**src/rtl/arb_pkg.sv**
```systemverilog
// Shared types and constants for the 8-way round-robin result-bus arbiter.
package arb_pkg;

  localparam int N_REQ  = 8;
  localparam int SEL_W  = 3;
  localparam int DW_DEF = 32;

  typedef logic [SEL_W-1:0] sel_t;

  typedef enum logic {
    ST_EMPTY = 1'b0,
    ST_FULL  = 1'b1
  } state_e;

  function automatic logic [N_REQ-1:0] onehot(input sel_t idx);
    logic [N_REQ-1:0] v;
    v = '0;
    v[idx] = 1'b1;
    return v;
  endfunction

endpackage

```
**src/rtl/rr_pick8.sv**
```systemverilog
// Combinational rotating-priority picker: first requester after ptr wins,
// scanning ptr+1 .. ptr+8 modulo 8.
module rr_pick8
  import arb_pkg::*;
(
  input  logic [N_REQ-1:0] req,
  input  logic [SEL_W-1:0] ptr,
  output logic [SEL_W-1:0] win,
  output logic             any
);

  // NOTE: every variable in always_comb gets a default before any branch,
  // otherwise a missing assignment path infers a latch.
  always_comb begin
    win = ptr;
    // Walk from the farthest slot back to the nearest so the nearest hit is
    // the last assignment and therefore the winner.
    for (int k = N_REQ; k >= 1; k--) begin
      if (req[ptr + sel_t'(k)]) win = ptr + sel_t'(k);
    end
    any = |req;
  end

endmodule

```
**src/rtl/rr_bus_arbiter8.sv**
```systemverilog
// Round-robin arbiter sharing one DW-bit result bus among 8 requesters, with a
// registered valid/ready output stage. Optional bus lock under `ARB_LOCK_EN.
module rr_bus_arbiter8
  import arb_pkg::*;
#(
  parameter int DW = DW_DEF
) (
  input  logic                clk,
  input  logic                rst,
  input  logic [N_REQ-1:0]    req,
  input  logic [N_REQ*DW-1:0] din,
  input  logic [N_REQ-1:0]    lock,
  output logic [N_REQ-1:0]    ack,
  output logic [DW-1:0]       out_data,
  output logic [SEL_W-1:0]    out_src,
  output logic                out_valid,
  input  logic                out_ready
);

  state_e        state;
  sel_t          ptr;
  sel_t          rr_win;
  sel_t          win;
  logic          any;
  logic          can_load;
  logic          load;
  logic [DW-1:0] words [N_REQ];

  rr_pick8 u_pick (
    .req (req),
    .ptr (ptr),
    .win (rr_win),
    .any (any)
  );

  always_comb begin
    for (int i = 0; i < N_REQ; i++) words[i] = din[i*DW +: DW];
  end

  // A slot opens when the register is empty or its word leaves this cycle;
  // reset suppresses capture so ack stays low while rst is high.
  assign can_load = !rst && (state == ST_EMPTY || out_ready);
  assign load     = can_load && any;
  assign ack      = load ? onehot(win) : '0;

`ifdef ARB_LOCK_EN
  logic lock_hold;
  sel_t hold_idx;
  logic hold_hit;

  assign hold_hit = lock_hold && req[hold_idx];
  assign win      = hold_hit ? hold_idx : rr_win;

  // A holder that withdraws its request at a load opportunity gives up the
  // bus even if nobody else is requesting.
  always_ff @(posedge clk) begin
    if (rst) begin
      lock_hold <= 1'b0;
      hold_idx  <= '0;
    end else if (load) begin
      lock_hold <= lock[win];
      hold_idx  <= win;
    end else if (can_load && lock_hold && !req[hold_idx]) begin
      lock_hold <= 1'b0;
    end
  end
`else
  logic unused_lock;

  assign win         = rr_win;
  assign unused_lock = ^lock;
`endif

  // NOTE: sequential state uses non-blocking assignments so every flop
  // samples pre-edge values regardless of statement order.
  always_ff @(posedge clk) begin
    if (rst) begin
      state     <= ST_EMPTY;
      out_valid <= 1'b0;
      out_data  <= '0;
      out_src   <= '0;
      ptr       <= sel_t'(N_REQ - 1);
    end else begin
      case (state)
        ST_EMPTY: begin
          if (load) begin
            state     <= ST_FULL;
            out_valid <= 1'b1;
            out_data  <= words[win];
            out_src   <= win;
            ptr       <= win;
          end
        end
        ST_FULL: begin
          if (load) begin
            // Back-to-back beat: the departing word is replaced in place.
            out_data <= words[win];
            out_src  <= win;
            ptr      <= win;
          end else if (out_ready) begin
            state     <= ST_EMPTY;
            out_valid <= 1'b0;
          end
        end
        default: begin
          state     <= ST_EMPTY;
          out_valid <= 1'b0;
        end
      endcase
    end
  end

endmodule

```
**config.mk**
```make
export PLATFORM = sky130hd
export DESIGN_NAME = rr_bus_arbiter8
export DESIGN_NICKNAME = d
export VERILOG_FILES = /design/src/rtl/arb_pkg.sv /design/src/rtl/rr_pick8.sv /design/src/rtl/rr_bus_arbiter8.sv
export SDC_FILE = /design/constraint.sdc
export NUM_CORES = 1
export LEC_CHECK = 0
export BUFFER_PORTS_ARGS = -buffer_cell sky130_fd_sc_hd__clkbuf_2
export CORE_MARGIN = 10
export CORE_UTILIZATION = 54
export CTS_CLUSTER_SIZE = 14
export DETAILED_ROUTE_END_ITERATION = 6
export GPL_ROUTABILITY_DRIVEN = 1
export PLACE_DENSITY = 0.89
export SLEW_MARGIN = 15
export SYNTH_ARGS = -nofsm -noshare
export SYNTH_HDL_FRONTEND = slang
export SYNTH_SLANG_ARGS = --single-unit
export TNS_END_PERCENT = 1
```
**constraint.sdc**
```tcl
create_clock -name clk -period 7.9 [get_ports clk]
set_input_delay 1.185 -clock clk [delete_from_list [all_inputs] [get_ports clk]]
set_output_delay 1.185 -clock clk [all_outputs]
set_load 0.005 [all_outputs]
```
# [Yosys cells after proc, flatten, opt, wreduce, memory -nomap -nowiden]
# Cells that the tools add are included.
[word_totals] register_bits=40 input_bits=275 output_inout_bits=44 wordCells=71
[classes] addsub=7 magnitude_cmp=10 n_eq_ne=3 mux=37 n_bitwise=2 n_reduce_logical=7
[ops] operator="32-bit binary-select mux with 3-bit select" count=1
[ops] operator="32-bit two-way mux" count=3
[ops] operator="3-bit by 4-bit less-than comparator with 1-bit output (second input constant)" count=8
[ops] operator="3-bit two-way mux" count=8
[ops] operator="1-bit binary-select mux with 3-bit select" count=7
[ops] operator="1-bit two-way mux" count=14
[ops] operator="3-bit adder (second input constant)" count=4
[ops] operator="8-bit two-way mux" count=1
[ops] operator="8-bit OR reduction" count=1
[ops] operator="3-bit by 2-bit adder with 3-bit output (second input constant)" count=2
[ops] operator="2-bit != test (second input constant)" count=3
[ops] operator="4-bit >= comparator (second input constant)" count=1
[ops] operator="3-bit inverter with 4-bit output" count=1
[ops] operator="1-bit case mux with 2 select lines" count=2
[ops] operator="3-bit by 1-bit adder with 3-bit output (second input constant)" count=1
[ops] operator="1-bit demux with 3-bit select" count=1
[ops] operator="3-bit by 1-bit >= comparator with 1-bit output (second input constant)" count=1
[ops] operator="1-bit logical AND" count=3
[ops] operator="3-bit AND reduction" count=1
[ops] operator="1-bit zero test" count=1
[ops] operator="1-bit logical OR" count=1
[ops] operator="1-bit inverter" count=1

# [Logic depth before layout (Yosys ltp)]
[depth] ltp_word=15 ltp_mapped=16 depth_no_buf=10

# [Hierarchy]
# A second synthesis with hierarchy kept.
[hier_totals] hier_cells=498 area_unflattened_um2=4260.3
[modules_own_cells] module="rr_bus_arbiter8" instances=1 cells_each=397 area_each_um2=3355.7 seq_area_each_um2=800.8
[modules_own_cells] module="rr_pick8" instances=1 cells_each=101 area_each_um2=904.6 seq_area_each_um2=0.0

# [Least setup slack after synthesis]
# Ideal clock, no wire load.
[synth_path] path_kind="register -> output" from="reg ptr[0]" to="out ack[7]" arrival_ns=3.698 t_required_ns=6.715 setup_slack_ns=3.017 stages_incl_launch_ff=17 n_path_buf=6 cell_sequence="dfxtp_1 -> buf_4 -> inv_1 -> clkbuf_1 -> buf_1 -> ha_1 -> buf_2 -> mux4_2 -> mux2i_1 -> nor2_1 -> a32o_1 -> a211o_1 -> a21oi_1 -> buf_2 -> buf_2 -> nand2_1 -> nor2_1"
[synth_between] elab_chain_len=15 elab_cells_between_ends=34 classes_between="add/sub: 7; order compare: 2; mux: 24; reduce/logical: 1"
[synth_rtl] element="from (decl)" line="rr_bus_arbiter8.sv:21" text="sel_t ptr;"
[synth_rtl] element="from (signal assigned)" line="rr_bus_arbiter8.sv:82" text="ptr <= sel_t'(N_REQ - 1);"
[synth_rtl] element="from (signal assigned)" line="rr_bus_arbiter8.sv:91" text="ptr <= win;"
[synth_rtl] element="from (signal assigned)" line="rr_bus_arbiter8.sv:99" text="ptr <= win;"
[synth_rtl] element="3-bit adder" line="rr_pick8.sv:19" text="if (req[ptr + sel_t'(k)]) win = ptr + sel_t'(k);"
[synth_rtl] element="1-bit binary-select mux with 3-bit select" line="rr_pick8.sv:19"
[synth_rtl] element="1-bit two-way mux (not written as such)" line="rr_pick8.sv:19"
[synth_rtl] element="3-bit two-way mux (6 in series)" line="rr_pick8.sv:19"
[synth_rtl] element="3-bit two-way mux (*)" line="rr_pick8.sv:19"
[synth_rtl] element="3-bit by 4-bit less-than comparator with 1-bit output (not written as such) / 3-bit by 1-bit >= comparator with 1-bit output (equally long branches)" line="arb_pkg.sv:18" text="v[idx] = 1'b1;"
[synth_rtl] element="1-bit logical AND (not written as such)" line="arb_pkg.sv:18"
[synth_rtl] element="1-bit two-way mux (not written as such)" line="arb_pkg.sv:18"
[synth_rtl] element="1-bit demux with 3-bit select (*)" line="arb_pkg.sv:18"
[synth_rtl] element="8-bit two-way mux (*)" line="rr_bus_arbiter8.sv:44" text="assign ack = load ? onehot(win) : '0;"
[synth_rtl] element="to (decl)" line="rr_bus_arbiter8.sv:13" text="output logic [N_REQ-1:0] ack,"
# Mark *: on every way between the ends. The rest lies on a longest branch, timed or not. The select of a mux whose other input is x is not followed.

# [Worst setup path in the final report]
[layout_path] from="reg ptr[1]" to="out ack[4]"
# Same word-level chain as after synthesis.

==> flow_summary.ini <==
[run_status]
outcome = finished, final reports clean

[final_layout]
final_layout_size_suffix_gt1_share_pct = 38.1
num_antenna_cells = 0
stdcell_area_um2 = 8970
fin_nets = 1374
postLayoutCoreUtil_pct = 66.9
area.growth.synth_to_final_pct = 20.0

[clock_tree]
clkSinkCount = 40
number_of_clock_buffers_inserted_by_tritoncts = 5
cts.repair.resized = 0
ctsLongestPathBuffers = 2
post_cts_buffers = 0
clk-insertion-delay-late_ns = 0.29
path_clk_slew_ns = 0.07
tritoncts = yes
cts.hold.buffers_added = 0
ctsRootBufferMaster = sky130_fd_sc_hd__clkbuf_16
cts_max_level = 2

[logic_synthesis]
synth_area_leader_cell = sky130_fd_sc_hd__a221oi_1
synth_area_per_cell_um2 = 8.25
synth.distinct_cells = 47
synth_most_common_cell = sky130_fd_sc_hd__a221oi_1
synth_top_area_share_pct = 37.5
synthFlopType = sky130_fd_sc_hd__dfxtp_1
synthesis.area_um2 = 7470
synth_async_sr_flop_share_pct = 0
synth_common_cells = 320 x sky130_fd_sc_hd__a221oi_1, 111 x sky130_fd_sc_hd__nor2_1, 72 x sky130_fd_sc_hd__a21oi_1
yosys_warnings = 0
number_of_synthesized_flops_with_an_enable_pin = 0
synth-seq-area-share_pct = 10.7
synth_seq_cells = 40
synthCells = 906
mappedNetlistNets = 1183
yosys-top-cells-area = sky130_fd_sc_hd__a221oi_1 38%, sky130_fd_sc_hd__mux4_2 13%, sky130_fd_sc_hd__dfxtp_1 11%

[routing]
wirelength_mm = 30.5
firstDrtPassIters = 7
vias_per_cell = 7.82
final_antenna_net_count = 0
num_vias = 9967
drt_drc_violations_left = 0
first_iter_violations = 1330
routedWlPerCell_um = 23.9

[setup_path]
regToRegSetupSlack_ns = 2.41
worstPathCellList = inv_1, ha_1, mux4_2, mux2i_1, a21boi_2, o21ai_0, xnor2_1, nand2b_1, nor3_1, clkbuf_2
setup.worst_path.end_class = output port
critical_path.max_stage_delay_ns = 0.76
rr_endpoint = out_data[16]
setup.worst_path.class = register to output port
critical_path.max_fanout = 14
critPathRequiredTime_ns = 6.71
worstRegToRegCells = 10
startpoint_type = register
worst-endpoint-arrival_ns = 4.46
crit_path_start = ptr[1]
crit_path_top_delay_cell = sky130_fd_sc_hd__dfxtp_1
timing.critical_path.to = ack[4]
critical_path.reg2reg.startpoint = ptr[1]

[placed_design]
hpwl_mm = 20.3
dpl-instance-area_um2 = 8800
port_buffers = 310
gp_congestion = 0.919

[global_routing]
antenna_found_initial = 0
grt_overflow_total = 0
largest_net_degree_at_the_start_of_global_routing = 257
global_route_wire_length_before_repair_mm = 46.0
grt.total_usage_pct = 29.0
first_global_vias = 8700

[worst_hold_path]
hold_path_class = register to register
holdPathStages = 2

[die]
dieArea_um2 = 18900
initial_core_util_pct = 55.8
io_pins = 319
die_y_um = 138
placementRows = 42
die-width_um = 138
floorplan.core_area_um2 = 13400

[pwr]
power.static_leakage_uw = 0.00345
worst_ir_drop_vdd_mv = 0.677
cellPowerDensity_nw_per_um2 = 670
total_power_uw = 6000

[sta]
timing.hold.ws_ns = 0.472
unrepaired_setup_endpoints_after_global_routing = false
worst-slew-pin-transition_ns = 1.23
timing.final.crit_share_pct = 71.5
report.final.setup_viol = 0
clock-skew-final_ns = 0.00702
maxSlewViolCount = 0
report.final.hold_viol_count = 0
timing.max_slew.rel_slack_pct = 17.9
fmaxAchievable_mhz = 177
period_minus_slack_ns = 5.65
final.setup.tns_ns = 0

[flow_run]
number_of_maximum_capacitance_constraint_violations = 0
==> through the flow <==
step	std cells	setup slack, ns
after floorplan	906	3.02
after global placement	1266	2.50
after detailed placement	1266	2.44
after CTS	1274	2.30
after global routing	1274	1.96
final	1274	2.25
==> cells in the final DEF (no fill, tap or decap), types with 4 or more instances in the layout <==
master and count:
sky130_fd_sc_hd__a211oi_1 6, sky130_fd_sc_hd__nor2_1 111, sky130_fd_sc_hd__dfxtp_1 39, sky130_fd_sc_hd__a21oi_1 71, sky130_fd_sc_hd__a211oi_2 28, sky130_fd_sc_hd__clkbuf_2 310
sky130_fd_sc_hd__a221oi_1 320, sky130_fd_sc_hd__mux4_2 44, sky130_fd_sc_hd__mux2i_1 6, sky130_fd_sc_hd__a22oi_1 64, sky130_fd_sc_hd__nand2b_1 4, sky130_fd_sc_hd__buf_4 9
sky130_fd_sc_hd__nand2_1 18, sky130_fd_sc_hd__clkbuf_16 6, sky130_fd_sc_hd__nor3_1 8
==> cell families (layout without fill, tap and decap cells) <==
kind of cell    count (synthesis)  after routing  share of synthesized area, %
mux                            56             56                          15.0
fa+ha+maj                       2              2                         0.335
xor+xnor                        4              4                         0.469
simple gates                  152            152                          8.37
buf+inv                       141            333                          8.61
flops                          40             40                          10.7
compound gates                511            511                          56.5
==> state kept, by name (all words and copies together) (netlist names) <==
register   cells
out_src        3
out_data      32
ptr            3
out_valid      1
state          1
==> cell type report <==
cell class | instances | area (um^2)
well taps | 176 | 220
inverters | 3 | 11.3
repair buffers | 322 | 1680
multi-input cells | 725 | 6090
clock inverters | 2 | 12.5
clock buffers | 6 | 150
flip-flops and latches | 40 | 805
fillers | 1159 | 4430
==> critical path: cells and delay by family (launching register included) <==
kind	cells	cell delay, ns
xor+xnor	1	0.25
flops	1	0.76
mux	2	1.07
compound gates	2	0.61
simple gates	2	0.48
buf+inv	2	0.45
fa+ha+maj	1	0.55
==> how the worst min path moves through the flow <==
stage,endpoint,slack (ns),startpoint
5_1_grt,out_src[1],0.52,out_src[1]
4_1_cts,out_src[0],0.47,out_src[0]
3_5_place_dp,out_src[0],0.46,out_src[0]
3_3_place_gp,out_src[1],0.45,out_src[1]
2_1_floorplan,out_valid,0.45,state
6_report,out_src[0],0.47,out_src[0]
==> routing by layer <==
| layer | share of wire, % | wire [um] | global-route usage [%] | vias to the layer above |
|---|---|---|---|---|
| met3 | 12 | 3810 | 6.70 | 70 |
| li1 | - | - | - | 4419 |
| met2 | 48 | 14800 | 47.0 | 716 |
| met1 | 36 | 11100 | 37.0 | 4762 |
| met4 | 2.8 | 840 | 10.1 | 0 |
| met5 | 0 | 0 | 0 | - |
==> power by group <==
part	total, uW	internal (uW)	switching (uW)
logic	5380	2350	3040
clock network	234	136	98.1
registers	384	297	86.7
(Power assumes the default switching activity.)
